<file path="config.mk">
export PLATFORM = sky130hd
export DESIGN_NAME = if_fetch_unit_flat
export DESIGN_NICKNAME = d
export VERILOG_FILES = /design/src/rtl/if_fetch_unit_if.sv /design/src/rtl/if_fetch_unit.sv /design/src/flat_wrapper.sv
export SDC_FILE = /design/constraint.sdc
export NUM_CORES = 1
export LEC_CHECK = 0
export ABC_CLOCK_PERIOD_IN_PS = 8200
export BUFFER_PORTS_ARGS = -buffer_cell sky130_fd_sc_hd__buf_2
export CELL_PAD_IN_SITES_DETAIL_PLACEMENT = 1
export CELL_PAD_IN_SITES_GLOBAL_PLACEMENT = 1
export CORE_ASPECT_RATIO = 1.1
export CORE_MARGIN = 3
export CORE_UTILIZATION = 40
export CTS_CLUSTER_DIAMETER = 100
export DETAILED_ROUTE_END_ITERATION = 10
export PLACE_DENSITY = 0.75
export SETUP_SLACK_MARGIN = 0.5
export SLEW_MARGIN = 20
export SYNTH_ARGS = -nofsm -noshare
export SYNTH_HDL_FRONTEND = slang
export SYNTH_SLANG_ARGS = --single-unit
</file>
<file path="constraint.sdc">
create_clock -name clk -period 8.2 [get_ports clk]
set_input_delay 1.64 -clock clk [delete_from_list [all_inputs] [get_ports clk]]
set_output_delay 1.64 -clock clk [all_outputs]
set_load 0.01 [all_outputs]
</file>
<file path="src/rtl/if_fetch_unit_if.sv">
// Bundle for the instruction-memory request/response port and the fetch-to-decode port
// of if_fetch_unit. The master modport is the fetch unit side.
interface if_fetch_unit_if #(
  parameter int unsigned WIDTH = 32
);
  logic             imem_req;
  logic [WIDTH-1:0] imem_addr;
  logic             imem_ready;
  logic             imem_rvalid;
  logic [WIDTH-1:0] imem_rdata;
  logic             if_valid;
  logic [WIDTH-1:0] if_instr;
  logic [WIDTH-1:0] if_pc;
  logic             id_stall;

  modport master (
    output imem_req, imem_addr, if_valid, if_instr, if_pc,
    input  imem_ready, imem_rvalid, imem_rdata, id_stall
  );

  modport slave (
    input  imem_req, imem_addr, if_valid, if_instr, if_pc,
    output imem_ready, imem_rvalid, imem_rdata, id_stall
  );
endinterface

</file>
<file path="src/rtl/if_fetch_unit.sv">
// Instruction fetch front end: one outstanding imem request, {pc, instr} buffer to decode.
// Optional stall-cycle counter output enabled by defining IF_FETCH_PERF_EN.
module if_fetch_unit #(
  parameter int unsigned WIDTH = 32,
  parameter int unsigned DEPTH = 2
) (
  input  logic                  clk,
  input  logic                  rst,
  input  logic [WIDTH-1:0]      pc,
  input  logic                  flush,
  output logic                  stall_pc,
  if_fetch_unit_if.master       bus
`ifdef IF_FETCH_PERF_EN
  ,
  output logic [31:0]           fetch_stall_cnt
`endif
);

  localparam int unsigned PtrW = $clog2(DEPTH);
  localparam int unsigned CntW = $clog2(DEPTH + 1);

  typedef enum logic [1:0] {StIdle, StWait, StDrop} state_e;

  state_e           state_q, state_d;
  logic [CntW-1:0]  count_q, count_d;
  logic [PtrW-1:0]  rd_ptr_q, rd_ptr_d;
  logic [PtrW-1:0]  wr_ptr_q, wr_ptr_d;
  logic [WIDTH-1:0] req_pc_q, req_pc_d;
  logic [WIDTH-1:0] buf_pc_q    [DEPTH];
  logic [WIDTH-1:0] buf_pc_d    [DEPTH];
  logic [WIDTH-1:0] buf_instr_q [DEPTH];
  logic [WIDTH-1:0] buf_instr_d [DEPTH];

  logic full, req, accept, valid, push, pop;

  // Full is judged on the count before any same-cycle pop.
  assign full   = (count_q == CntW'(DEPTH));
  assign req    = rst & (state_q == StIdle) & ~flush & ~full;
  assign accept = req & bus.imem_ready;
  assign valid  = rst & (count_q != '0);
  assign pop    = valid & ~bus.id_stall & ~flush;
  assign push   = rst & (state_q == StWait) & bus.imem_rvalid & ~flush;

  assign bus.imem_req  = req;
  assign bus.imem_addr = rst ? pc : '0;
  assign bus.if_valid  = valid;
  assign bus.if_pc     = buf_pc_q[rd_ptr_q];
  assign bus.if_instr  = buf_instr_q[rd_ptr_q];
  assign stall_pc      = rst ? (~accept & ~flush) : 1'b1;

  always_comb begin
    state_d  = state_q;
    req_pc_d = accept ? pc : req_pc_q;
    unique case (state_q)
      StIdle: if (accept) state_d = StWait;
      // A response landing in the flush cycle itself closes the request outright.
      StWait: begin
        if (bus.imem_rvalid) state_d = StIdle;
        else if (flush)      state_d = StDrop;
      end
      StDrop: if (bus.imem_rvalid) state_d = StIdle;
      default: state_d = StIdle;
    endcase
  end

  always_comb begin
    count_d     = count_q;
    rd_ptr_d    = rd_ptr_q;
    wr_ptr_d    = wr_ptr_q;
    buf_pc_d    = buf_pc_q;
    buf_instr_d = buf_instr_q;
    if (flush) begin
      count_d  = '0;
      rd_ptr_d = '0;
      wr_ptr_d = '0;
    end else begin
      if (push) begin
        buf_pc_d[wr_ptr_q]    = req_pc_q;
        buf_instr_d[wr_ptr_q] = bus.imem_rdata;
        wr_ptr_d              = wr_ptr_q + PtrW'(1);
      end
      if (pop) rd_ptr_d = rd_ptr_q + PtrW'(1);
      case ({push, pop})
        2'b10:   count_d = count_q + CntW'(1);
        2'b01:   count_d = count_q - CntW'(1);
        default: count_d = count_q;
      endcase
    end
  end

  always_ff @(posedge clk) begin
    if (!rst) begin
      state_q  <= StIdle;
      count_q  <= '0;
      rd_ptr_q <= '0;
      wr_ptr_q <= '0;
      req_pc_q <= '0;
    end else begin
      state_q  <= state_d;
      count_q  <= count_d;
      rd_ptr_q <= rd_ptr_d;
      wr_ptr_q <= wr_ptr_d;
      req_pc_q <= req_pc_d;
    end
  end

  // Buffer storage needs no reset: entries are only read while count is non-zero.
  always_ff @(posedge clk) begin
    buf_pc_q    <= buf_pc_d;
    buf_instr_q <= buf_instr_d;
  end

`ifdef IF_FETCH_PERF_EN
  logic [31:0] stall_cnt_q, stall_cnt_d;

  always_comb begin
    stall_cnt_d = stall_cnt_q;
    if (stall_pc && (stall_cnt_q != '1)) stall_cnt_d = stall_cnt_q + 32'd1;
  end

  always_ff @(posedge clk) begin
    if (!rst) stall_cnt_q <= '0;
    else      stall_cnt_q <= stall_cnt_d;
  end

  assign fetch_stall_cnt = stall_cnt_q;
`endif

endmodule

</file>
<file path="src/flat_wrapper.sv">
// flat-port wrapper written by rule: the top's interface ports become plain ports
module if_fetch_unit_flat 
#(
  parameter int unsigned WIDTH = 32,
  parameter int unsigned DEPTH = 2
)
  (clk, rst, pc, flush, stall_pc, bus_imem_req, bus_imem_addr, bus_if_valid, bus_if_instr, bus_if_pc, bus_imem_ready, bus_imem_rvalid, bus_imem_rdata, bus_id_stall);
  if_fetch_unit_if #(.WIDTH(WIDTH)) bus_i ();
  input  logic clk;
  input  logic rst;
  input  logic [WIDTH-1:0] pc;
  input  logic flush;
  output logic stall_pc;
  output wire logic [$bits(bus_i.imem_req)-1:0] bus_imem_req;
  output wire logic [$bits(bus_i.imem_addr)-1:0] bus_imem_addr;
  output wire logic [$bits(bus_i.if_valid)-1:0] bus_if_valid;
  output wire logic [$bits(bus_i.if_instr)-1:0] bus_if_instr;
  output wire logic [$bits(bus_i.if_pc)-1:0] bus_if_pc;
  input wire logic [$bits(bus_i.imem_ready)-1:0] bus_imem_ready;
  input wire logic [$bits(bus_i.imem_rvalid)-1:0] bus_imem_rvalid;
  input wire logic [$bits(bus_i.imem_rdata)-1:0] bus_imem_rdata;
  input wire logic [$bits(bus_i.id_stall)-1:0] bus_id_stall;
  assign bus_imem_req = bus_i.imem_req;
  assign bus_imem_addr = bus_i.imem_addr;
  assign bus_if_valid = bus_i.if_valid;
  assign bus_if_instr = bus_i.if_instr;
  assign bus_if_pc = bus_i.if_pc;
  assign bus_i.imem_ready = bus_imem_ready;
  assign bus_i.imem_rvalid = bus_imem_rvalid;
  assign bus_i.imem_rdata = bus_imem_rdata;
  assign bus_i.id_stall = bus_id_stall;
  if_fetch_unit #(.WIDTH(WIDTH), .DEPTH(DEPTH)) u_core (.clk(clk), .rst(rst), .pc(pc), .flush(flush), .stall_pc(stall_pc), .bus(bus_i));
endmodule
</file>
# Word level (Yosys, flattened, before mapping)
# Cells that the tools add are included.
# totals
ff_bits	166
latchBits	0
mem_bits_rw	0
mem_bits_ro	0
input_bits	70
wordCells	67
mem_count	0
# op_classes
addsub	4
n_mul	0
div	0
magnitude_cmp	3
eq_ne	8
n_shift	0
n_mux	18
n_bitwise	18
n_reduce_logical	7
# op_table
cell	n
$mux 32	8
$bwmux 64	2
$demux 32 s1	1
$and 1x1->1	11
$mux 2	4
$eq 2x2->1 const B	3
$pmux 2 s3	1
$not 1->1	5
$eq 2x1->1 const B	2
$ge 2x2->1 const B	2
$not 1->2	2
$pmux 2 s2	1
$reduce_bool 2->1	2
$ne 3x3->1 const B	1
$reduce_and 3->1	1
$add 1x1->1 const B	2
$add 2x1->2 const B	1
$logic_not 2->1	1
$lt 2x1->1 const B	1
$ne 2x1->1 const B	1
$ne 2x2->1 const B	1
$reduce_and 2->1	1
$reduce_or 2->1	1
$sub 2x1->2 const B	1
other kinds (2)	2

# Depth between registers and ports, before layout
# logic_depth
ltp_word	8
ltp_mapped	7

# Worst setup path before layout
# Ideal clock, no wire load.
# synth_timing
path_type	input to register
startpoint	in flush
endpoint	reg u_core.buf_instr_q[0] in the netlist's numbering (enable)
setup_ns	0.487
arrival_ns	4.752
slack_ns	2.961
path_stages	3
cell_sequence	nor3b_1 -> nand3_1 -> nor2_1
# synth_via
elab_chain_len	3
# synth_rtl
item	line_no	source
from (decl)	flat_wrapper.sv:12	input logic flush;
$not 1->1 (no line) (*)	-	
$and 1x1->1	if_fetch_unit.sv:42	assign push = rst & (state_q == StWait) & bus.imem_rvalid & ~flush;
$reduce_and 2->1 (no line) (*)	-	
to (signal assigned)	if_fetch_unit.sv:110	buf_instr_q <= buf_instr_d;
to (decl)	if_fetch_unit.sv:31	logic [WIDTH-1:0] buf_instr_q [DEPTH];
# Mark *: on every way between the ends. The rest lies on a longest branch, timed or not.
# A chain may end at the register's enable or synchronous reset.

# Worst setup path in the final report
# layout_timing
startpoint	in rst
endpoint	out stall_pc
# layout_via
elab_chain_len	7
# layout_rtl
item	line_no	source
from (decl)	flat_wrapper.sv:10	input logic rst;
$and 1x1->1 (3 in a row)	if_fetch_unit.sv:38	assign req = rst & (state_q == StIdle) & ~flush & ~full;
$and 1x1->1	if_fetch_unit.sv:39	assign accept = req & bus.imem_ready;
$not 1->1	if_fetch_unit.sv:49	assign stall_pc = rst ? (~accept & ~flush) : 1'b1;
$and 1x1->1	if_fetch_unit.sv:49	
$mux 1 (*)	if_fetch_unit.sv:49	
to (decl)	flat_wrapper.sv:13	output logic stall_pc;
# Marked as above.

==> flow_summary_export.csv <==
group,metric,value,unit
place,port_buffers,168,
routing,drc,0,
power_and_ir_drop,worst_ir_drop_vdd,0.132,mV
yosys,netlist_top_cells_area,"edfxtp_1 (61%), dfxtp_1 (12%), mux2_2 (12%)",
yosys,yosysWarningCount,0,
floorplanning,floorplan.io_pins,169,
routing,drt_pre_antenna_iters,4,
cts,cts_setup_buffers,0,
yosys,ys_async_sr_fraction,0,%
place,preCtsSetupSlack,3.42,ns
critical_path,worst_path_largest_cell_delay,0.56,ns
sta,timing.final.hold_violations,0,
layout,fillCellCount,1570,
floorplanning,placeableCoreArea,15300,um^2
critical_path,worst_r2r_path_depth,4,
yosys,synth_enable_flop_cells,128,
critical_path,timing.critical_path.arrival,3.13,ns
place,detailed_place.area,7370,um^2
sta,fin_skew,0.0102,ns
sta,achievable-frequency,210,MHz
sta,fin_crit_sh,58.1,%
cts,clk_pin_slew_worst_paths,0.06,ns
cts,cts-hold-fix-buffers,0,
place,dp.cells,757,
floorplanning,floorplan.die.height,138,um
outcome,outcome,"completed",
grt,wire_length_of_the_first_global_routing_pass,21000,um
critical_path,critical_path.startpoint_type,"primary input",
routing,route.final.wire_length,13100,um
hold_path,worst_min_delay_path_category,"flip-flop to flip-flop",
cts,clock_tree.htree_level_count,4,
layout,final-instance-count-excl-fill,789,
cts,clock_tree.root_cell,"clkbuf_16",
grt,first_global_vias,4070,
sta,drv_slew,0,
yosys,synth.avg_cell_area,15.5,um^2
critical_path,worstSetupEndpointType,"output port",
cts,cts_tree,"yes",
cts,cts_resized,0,
yosys,post_synth_instance_area,6340,um^2
cts,clk_path_buf_depth,2,
critical_path,worst_path_most_repeated_cell,"buf_2",
yosys,synthesis.nets,479,
power_and_ir_drop,leakage,3.57,nW
sta,final_critical_path_setup_slack,3.43,ns
critical_path,launch_point_of_the_worst_reg_to_reg_path,"u_core.state_q[0]",
routing,via_per_inst,4.71,
sta,timing.hold.ws,0.455,ns
power_and_ir_drop,powerDensity,229,nW/um^2
sta,relSlewSlack,36.5,%
yosys,yosysMostFrequentCell,"edfxtp_1",
critical_path,regToRegEndpoint,"u_core.buf_pc_q[18]",
cts,worstSkewPairLatency,0.41,ns
place,place_congestion,0.724,
yosys,ys_ff_latch,166,
yosys,synth_common_cells,"edfxtp_1 (128), nand2_1 (66), mux2_2 (65)",
floorplanning,initial_core_util,41.5,%
yosys,synth.yosys.seq_area_share,72.6,%
sta,layout_min_cycle_time,4.77,ns
floorplanning,floorplan.die_area,17400,um^2
sta,totalNegativeSetupSlack,0,ns
routing,detailedRoute.firstIterationViolations,134,
routing,route.antenna.remaining_nets,0,
yosys,dominantRegCellSynth,"edfxtp_1",
yosys,synthesis.instances,408,
layout,final_layout_size_suffix_gt1_share,45.5,%
cts,cts.sinks,166,
critical_path,worstPathBufferInverterCount,3,
sta,rsz0062_at_grt,"false",
layout,layout-area-overhead-vs-synth,26.4,%
yosys,share_of_the_synthesized_area_in_the_top_cell_type,60.6,%
routing,num_vias,3715,
grt,globalRouteTotalUtil,15.2,%
grt,maximum_number_of_pins_on_one_net_before_global_route_repair,73,
critical_path,path_class,"primary input to output port",
critical_path,cpMaxStageDelayCell,"buf_4",
cts,tritoncts.num_buffers,17,
sta,worstMarginPinSlew,0.952,ns
critical_path,regToRegSetupSlack,5.44,ns
grt,grt_antenna_before_repair,0,
run,cap_violations,0,
yosys,synth.lib_cells_used.distinct,28,
critical_path,critPathLaunch,"rst",
critical_path,timing.critical_path.cells,"buf_2 -> buf_4 -> nor4b_4 -> and3_1 -> o21ai_0 -> buf_2",
sta,setup_violators_final,0,
critical_path,crit_family,"buffers and inverters",
floorplanning,floorplan.rows,47,
critical_path,timing.critical_path.to,"stall_pc",
place,detailed_place_hpwl,8620,um
layout,final_cell_area,8010,um^2
critical_path,crit_fanout,72,
yosys,synth_top_area_cell,"edfxtp_1",
grt,grt_remaining_overflow,0,
layout,num_antenna_cells,0,
floorplanning,die-width,126,um
critical_path,crit_cells,6,
routing,wl_per_cell,16.7,um
layout,finalNetCount,651,
critical_path,worst_ep_required_time,6.56,ns
-- worst min-delay path by stage --
stage                             start                  end  slack [ns]  cells after the start
finish              u_core.req_pc_q[12]  u_core.buf_pc_q[12]        0.45                      0
global route        u_core.req_pc_q[26]  u_core.buf_pc_q[26]        0.47                      0
CTS                 u_core.req_pc_q[26]  u_core.buf_pc_q[26]        0.46                      0
detailed placement  u_core.req_pc_q[10]  u_core.buf_pc_q[10]        0.44                      0
global placement    u_core.req_pc_q[26]  u_core.buf_pc_q[26]        0.43                      0
floorplan            u_core.req_pc_q[0]   u_core.buf_pc_q[0]        0.43                      0
-- cell type report --
type                            instances  area, um^2  area share, %
Tap cell                              196         245           3.06
Timing Repair Buffer                  171         863           10.8
Sequential cell                       166        4610           57.5
Multi-Input combinational cell        191        1530           19.0
Clock buffer                           21         450           5.62
Clock inverter                         11         196           2.45
Inverter                               33         124           1.55
-- flip-flops by register name, summed over array words and instances, names as in the netlist --
register	count
u_core.buf_instr_q	64
u_core.buf_pc_q	64
u_core.req_pc_q	32
u_core.count_q	2
u_core.state_q	2
u_core.rd_ptr_q	1
u_core.wr_ptr_q	1
-- worst reg2reg max path: stages, from the launching register on --
cell and delay, ns:
dfxtp_1 0.41, nor3b_1 0.30, nand3_1 0.30, nor2_4 0.78, buf_4 0.58
-- layer usage --
layer	vias to the layer above	track usage [%]	part of all wire [%]	routed length [um]
met5	-	0	0	0
met4	0	5.82	1.5	197
met3	18	3.20	4.9	639
met2	112	27.0	53	7000
met1	1800	18.1	40	5310
li1	1785	-	-	-
-- power by group --
part / internal (W) / switching, W
clock: 0.000551 / 0.000308
sequential: 0.000909 / 0.00000470
combinational: 0.0000287 / 0.0000351
-- cell usage in the layout, fill, tap and decap left out, types with 3 or more instances in the layout --
| cell | n |
|---|---|
| edfxtp_1 | 128 |
| dfxtp_1 | 37 |
| mux2_2 | 65 |
| buf_2 | 168 |
| clkbuf_1 | 3 |
| buf_4 | 3 |
| nor2_1 | 3 |
| clkbuf_16 | 17 |
| bufinv_16 | 5 |
| nand2b_1 | 3 |
| mux2i_1 | 33 |
| inv_1 | 33 |
| nand2_1 | 66 |
-- metrics by stage --
stage	utilization, %	power [W]
2_1_floorplan	-	0.000963
3_3_place_gp	48.2	0.000993
3_5_place_dp	48.2	0.000997
4_1_cts	52.4	0.00186
5_1_grt	52.4	0.00190
6_report	52.4	0.00184
-- cell families after synthesis --
kind of cell,count (synthesis),synth area share [%]
mux,98,16.8
xor+xnor,3,0.414
buf+inv,51,3.57
simple gates,83,5.86
flops,166,72.6
fa+ha+maj,1,0.197
compound gates,6,0.592
Note: power is estimated with default switching activity, not from simulation.
